--- src/rtl/rv32i_rtype_decoder.sv ---
// rv32i_rtype_decoder
// Registered RV32I R-type decoder. It extracts the register indices and funct
// fields, maps {funct7, funct3} to an ALU operation code, flags anything that
// is not a supported R-type op, and keeps a saturating count of illegal decodes.
module rv32i_rtype_decoder #(
    parameter int ILL_CNT_W = 16
) (
    input  logic                 clk,
    input  logic                 rst_n,
    input  logic                 in_valid,
    input  logic [31:0]          instr,
    output logic                 out_valid,
    output logic [4:0]           rs1,
    output logic [4:0]           rs2,
    output logic [4:0]           rd,
    output logic [2:0]           funct3,
    output logic [6:0]           funct7,
    output logic                 RegWrite,
    output logic [3:0]           ALUOp,
    output logic                 illegal,
    output logic [ILL_CNT_W-1:0] ill_count
);

    localparam logic [6:0] OPC_RTYPE = 7'b0110011;

    localparam logic [3:0] ALU_ADD  = 4'd0;
    localparam logic [3:0] ALU_SUB  = 4'd1;
    localparam logic [3:0] ALU_AND  = 4'd2;
    localparam logic [3:0] ALU_OR   = 4'd3;
    localparam logic [3:0] ALU_XOR  = 4'd4;
    localparam logic [3:0] ALU_SLL  = 4'd5;
    localparam logic [3:0] ALU_SRL  = 4'd6;
    localparam logic [3:0] ALU_SRA  = 4'd7;
    localparam logic [3:0] ALU_SLT  = 4'd8;
    localparam logic [3:0] ALU_SLTU = 4'd9;
    localparam logic [3:0] ALU_INV  = 4'd15;

    localparam logic [ILL_CNT_W-1:0] ILL_CNT_MAX = {ILL_CNT_W{1'b1}};
    localparam logic [ILL_CNT_W-1:0] ILL_CNT_ONE = {{(ILL_CNT_W-1){1'b0}}, 1'b1};

    // Maps {funct7, funct3} of an R-type word to {illegal, ALUOp}.
    function automatic logic [4:0] rtype_lookup(input logic [6:0] f7, input logic [2:0] f3);
        logic [4:0] res;
        case ({f7, f3})
            10'b0000000_000: res = {1'b0, ALU_ADD};
            10'b0000000_001: res = {1'b0, ALU_SLL};
            10'b0000000_010: res = {1'b0, ALU_SLT};
            10'b0000000_011: res = {1'b0, ALU_SLTU};
            10'b0000000_100: res = {1'b0, ALU_XOR};
            10'b0000000_101: res = {1'b0, ALU_SRL};
            10'b0000000_110: res = {1'b0, ALU_OR};
            10'b0000000_111: res = {1'b0, ALU_AND};
            10'b0100000_000: res = {1'b0, ALU_SUB};
            10'b0100000_101: res = {1'b0, ALU_SRA};
            default:         res = {1'b1, ALU_INV};
        endcase
        return res;
    endfunction

    logic [3:0] dec_alu_op_s;
    logic       dec_illegal_s;
    logic       dec_reg_write_s;
    logic [4:0] dec_rs2_s;

    // Combinational decode of the incoming word; rs2 only exists for R-type.
    always_comb begin
        dec_alu_op_s    = ALU_INV;
        dec_illegal_s   = 1'b1;
        dec_reg_write_s = 1'b0;
        dec_rs2_s       = 5'd0;
        if (instr[6:0] == OPC_RTYPE) begin
            {dec_illegal_s, dec_alu_op_s} = rtype_lookup(instr[31:25], instr[14:12]);
            dec_reg_write_s = 1'b1;
            dec_rs2_s       = instr[24:20];
        end else begin
            dec_alu_op_s    = ALU_INV;
            dec_illegal_s   = 1'b1;
            dec_reg_write_s = 1'b0;
            dec_rs2_s       = 5'd0;
        end
    end

    // Output register: reset wins, valid words load a fresh decode, idle cycles hold.
    always_ff @(posedge clk) begin
        if (!rst_n) begin
            out_valid <= 1'b0;
            rs1       <= 5'd0;
            rs2       <= 5'd0;
            rd        <= 5'd0;
            funct3    <= 3'd0;
            funct7    <= 7'd0;
            RegWrite  <= 1'b0;
            ALUOp     <= ALU_INV;
            illegal   <= 1'b0;
            ill_count <= {ILL_CNT_W{1'b0}};
        end else if (in_valid) begin
            out_valid <= 1'b1;
            rs1       <= instr[19:15];
            rs2       <= dec_rs2_s;
            rd        <= instr[11:7];
            funct3    <= instr[14:12];
            funct7    <= instr[31:25];
            RegWrite  <= dec_reg_write_s;
            ALUOp     <= dec_alu_op_s;
            illegal   <= dec_illegal_s;
            if (dec_illegal_s && (ill_count != ILL_CNT_MAX)) begin
                ill_count <= ill_count + ILL_CNT_ONE;
            end else begin
                ill_count <= ill_count;
            end
        end else begin
            out_valid <= 1'b0;
        end
    end

endmodule

--- config.mk ---
export PLATFORM = sky130hd
export DESIGN_NAME = rv32i_rtype_decoder
export DESIGN_NICKNAME = d
export VERILOG_FILES = /design/src/rtl/rv32i_rtype_decoder.sv
export SDC_FILE = /design/constraint.sdc
export NUM_CORES = 1
export LEC_CHECK = 0
export ABC_AREA = 0
export CAP_MARGIN = 25
export CORE_MARGIN = 1.5
export CORE_UTILIZATION = 42
export CTS_CLUSTER_SIZE = 12
export DETAILED_ROUTE_END_ITERATION = 7
export HOLD_SLACK_MARGIN = 0.05
export PLACE_DENSITY = 0.87
export SETUP_SLACK_MARGIN = 0.4
export SYNTH_ARGS = -nofsm -noshare
export SYNTH_HDL_FRONTEND = slang
export SYNTH_SLANG_ARGS = --single-unit
export TNS_END_PERCENT = 5
--- constraint.sdc ---
create_clock -name clk -period 4.8 [get_ports clk]
set_clock_uncertainty 0.1 [all_clocks]
set_input_delay 0.96 -clock clk [delete_from_list [all_inputs] [get_ports clk]]
set_output_delay 0.96 -clock clk [all_outputs]
set_load 0.005 [all_outputs]
**Word level (Yosys, flattened, before mapping)**

Index checks and enable logic that the tools add are counted.

- Output and inout bits: 48
- Word-level logic and storage cells: 31
- Register bits: 48
- Bits of input ports: 35

- Add/sub/neg operators: 1
- Multiplexer cells: 6
- Reductions and logical operators: 3
- Equality and inequality tests: 11

Operators by type and width:

| cell | count |
|---|---|
| $pmux 5 s10 | 1 |
| $eq 10x3->1 const B | 4 |
| $eq 10x2->1 const B | 2 |
| $eq 10x9->1 const B | 2 |
| $add 16x1->16 const B | 1 |
| $ne 16x16->1 const B | 1 |
| $eq 10x1->1 const B | 1 |
| $logic_not 10->1 | 1 |
| $eq 7x6->1 const B | 1 |
| $mux 5 | 1 |
| $mux 4 | 1 |
| $mux 1 | 3 |
| $reduce_and 2->1 | 1 |
| $logic_and 1x1->1 | 1 |

**Longest topological paths before layout**

- Word-level depth: 5
- Gate-level depth with buffers: 6
- Mapped depth without buffers: 6

**Worst setup path after synthesis**

No wires, ideal clock.

- Kind: input to register
- From: input instr[25]
- To: register ALUOp[3]
- Required time: 4.560 ns
- Arrival time: 2.378 ns
- Library setup time: 0.140 ns
- Buffers on the path: 1
- Cell stages on the path: 6
- Slack: 2.182 ns
- Path through: or4_4 > nor4_4 > a21o_2 > buf_6 > and2_2 > o311ai_0

- Cells in the longest elaborated chain, start to end: 3
- Elaborated cells between the ends (all ways): 12
- Classes of those cells: eq/ne (9); mux (2); reduce/logical (1)

Ends and longest elaborated chain:

| what | line | source |
|---|---|---|
| start: declaration | 11 | `input logic [31:0] instr,` |
| $eq 10x9->1, or another cell as far along | 44 | `case ({f7, f3})` |
| $pmux 5 s10 * | 44 |  |
| $mux 4 * | 71 | `if (instr[6:0] == OPC_RTYPE) begin` |
| end signal: assignment | 104 | `ALUOp <= dec_alu_op_s;` |
| end: declaration | 19 | `output logic [3:0] ALUOp,` |

Mark *: on every way between the ends. The rest lies on a longest branch, timed or not.
A chain may end at the register's enable or synchronous reset.

**Worst setup path in the final report**

- From: input in_valid
- To: register ill_count[7]

- Cells in the longest elaborated chain, start to end: 1

Ends and longest elaborated chain:

| what | line | source |
|---|---|---|
| start: declaration | 10 | `input logic in_valid,` |
| $reduce_and 2->1 (no source line) | - |  |
| end signal: assignment | 95 | `ill_count <= {ILL_CNT_W{1'b0}};` |
| end signal: assignment | 107 | `ill_count <= ill_count + ILL_CNT_ONE;` |
| end signal: assignment | 109 | `ill_count <= ill_count;` |
| end: declaration | 21 | `output logic [ILL_CNT_W-1:0] ill_count` |

No other way between the ends.

==> run summary <==
outcome = completed
CTS tree = done
Reg power frac = 55.7%
endpoints failing setup = 0
FF-to-FF End = ill_count[3]$_SDFFE_PN0P_
reg2reg path depth = 5
Seq/Total Area, Yosys = 45.9%
RSZ-0062 raised after global routing = false
Final period util = 67.3%
CTS Buf Count = 5
nets = 341
Min-Delay Path Class = reg -> reg
Die Ht = 73.6 um
f_max = 0.310 GHz
worst slew pin tran = 0.694 ns
placed cell count = 365
vias per std cell = 5.14
Hold-fix buffers, CTS = 0
global-route wire length before repair = 7800 um
IO Pins = 83
Setup Fix Bufs, Post-CTS = 0
flop2flop setup slack = 2.59 ns
Post-Syn Area = 2090 um^2
post-route ant nets = 0
clock period minus worst slack = 3.23 ns
Area Growth Syn to Fin = 45.3%
worst hold path endpoint = ALUOp[1]$_SDFFE_PN1P_
Net Sw Frac = 23.5%
PwrDens = 249 nW/um^2
post-cts resize count = 0
mean area per synthesized cell = 9.35 um^2
NetSw = 178 uW
number of DRC markers in iteration 0 = 85
n_diodes = 0
Fill cells = 416
Synth Instances = 224
fraction of layout cells with a size suffix above 1 = 7.54%
drt wl/cell = 13.3 um
aggregate global routing overflow = 0
fin area = 3040 um^2
Critical Path Fanout Max = 16
initial antenna violation count = 0
largest net degree at the start of global routing = 37
drt total wl = 4950 um
endpoint type of the worst setup path = flop
footprint of the multi-input gates = 1050 um^2
Seq cells post-synth = 48
share of total power in the clock network = 29.7%
R2R Path Start = ill_count[3]$_SDFFE_PN0P_
die area = 5420 um^2
hold path start = ALUOp[1]$_SDFFE_PN1P_
Final Hold Slack = 0.381 ns
Rel. slew slack = 53.4%
final count of hold timing violations = 0
cell count of the worst hold path = 2
HPWL Detailed = 3680 um
number of distinct library cells after synthesis = 45
Leak Pwr = 1.17 nW
syn nets = 260
clk root buf = clkbuf_8
total clock sinks = 48
total track usage = 18.5%
fraction of registers with async set/reset = 0%
Non-Filler Instances = 372
Die X = 73.6 um
Skew-Pair Late Insertion Delay = 0.29 ns
Crit Path Class = in -> reg
number of global-route vias before repair = 1691
initial core utilization = 44.1%
P_int = 579 uW
port buffer count = 82
Storage cell area = 961 um^2
Comb power frac = 14.6%
via count = 1913
maximum VDD drop = 0.000181 V
Core Util, Final = 64.0%
CTS clk-pin slew, worst paths = 0.08 ns
Most used DFF post-synth = dfxtp_1
placed cell area = 2970 um^2
drt pass-1 iters = 4
Max Cap Viol = 0
DRC Markers = 0
clock buffer depth = 2
# rows = 25
core area = 4750 um^2
Final GP Congestion = 0.798
CP arrival = 3.35 ns
EDFF count, synth = 0
startpoint types = primary input
Pins Over Slew Limit = 0
H-tree depth = 2
setup tns final = 0 ns
critical path data required time = 4.92 ns
synth warn = 0
## metal layers
metal	share of wire, %	wire [um]	global-route usage (%)	vias to the layer above
met1	45	2210	23.6	893
li1	-	-	-	953
met2	47	2350	29.7	63
met5	0	0	0	-
met4	0.77	38	5.56	0
met3	7.1	351	5.90	4
## flip-flops by register name, indices dropped and copies added, names as in the netlist
signal / cells
ALUOp: 4
ill_count: 16
funct7: 7
RegWrite: 1
illegal: 1
rs2: 5
out_valid: 1
rs1: 5
funct3: 3
rd: 5
## worst max path at each step
| stage | start | depth (start not counted) | end |
|---|---|---|---|
| 6_report | in_valid | 5 | ill_count[7]$_SDFFE_PN0P_ |
| 5_1_grt | in_valid | 5 | ill_count[7]$_SDFFE_PN0P_ |
| 4_1_cts | in_valid | 5 | ill_count[7]$_SDFFE_PN0P_ |
| 3_5_place_dp | in_valid | 5 | ill_count[7]$_SDFFE_PN0P_ |
| 3_3_place_gp | in_valid | 5 | ill_count[13]$_SDFFE_PN0P_ |
| 2_1_floorplan | instr[25] | 6 | ALUOp[3]$_SDFFE_PN1P_ |
## cell type report
type	instances	area share, %
clock inverter	1	0.164
sequential	48	31.6
clock buffer	6	2.38
inverter	8	0.987
tap	67	2.75
timing repair buffer	85	27.7
multi-input combinational	157	34.4
## kinds of logic after synthesis
family | share of synthesized area [%]
buffers and inverters | 4.12
AO/OA/AOI/OAI | 10.9
flip-flops | 45.9
multiplexers | 13.4
adder cells (fa/ha/maj) | 1.08
AND/OR/NAND/NOR | 23.4
XOR/XNOR | 1.25
## cells in the mapped netlist (4+ instances only)
cell type	n	share of area (%)
a21oi_1	9	2.2
nand4_1	4	1.2
o31ai_1	5	1.8
nor2_1	30	5.4
clkbuf_1	7	1.3
dfxtp_1	48	46
mux2i_1	28	13
nand2b_1	6	1.8
or4_2	5	2.1
nand2_1	27	4.8
inv_1	7	1.3
a22oi_1	5	1.8
## power groups by stage
stage                     logic [mW]  registers (mW)  clock network (mW)
after CTS                      0.112           0.422               0.230
after global placement         0.109           0.430                   0
after global routing           0.120           0.423               0.249
after floorplan               0.0441           0.431                   0
final                          0.111           0.421               0.224
after detailed placement       0.112           0.431                   0
## worst max-delay path, stage by stage
cell             delay [ns]
clkdlybuf4s50_1        0.82
inv_1                  0.35
a21o_2                 0.38
or4_2                  0.66
a21oi_1                0.17
## cells in the final DEF (no fill, tap or decap), drive strengths merged, types with 2 or more instances in the layout
master / Yosys / routed
clkdlybuf4s50: 0 / 82
dfxtp: 48 / 48
nor2: 30 / 30
mux2i: 28 / 28
nand2: 27 / 27
a21oi: 9 / 9
or4: 8 / 8
inv: 7 / 7
nand2b: 6 / 6
clkbuf: 7 / 6
o31ai: 5 / 5
a22oi: 5 / 5
nand4: 5 / 5
nor4: 4 / 4
nand3: 3 / 3
buf: 4 / 3
o21ai: 3 / 3
o311ai: 3 / 3
nor3: 2 / 2
xnor2: 2 / 2
clkinv: 1 / 2
and2: 2 / 2
## stage by stage
stage	setup slack, ns	power, mW
3_5_place_dp	1.24	0.542
6_report	1.57	0.756
3_3_place_gp	1.31	0.539
2_1_floorplan	2.18	0.475
4_1_cts	1.56	0.763
5_1_grt	1.45	0.792
No activity file was read; power rests on OpenSTA's default activity.
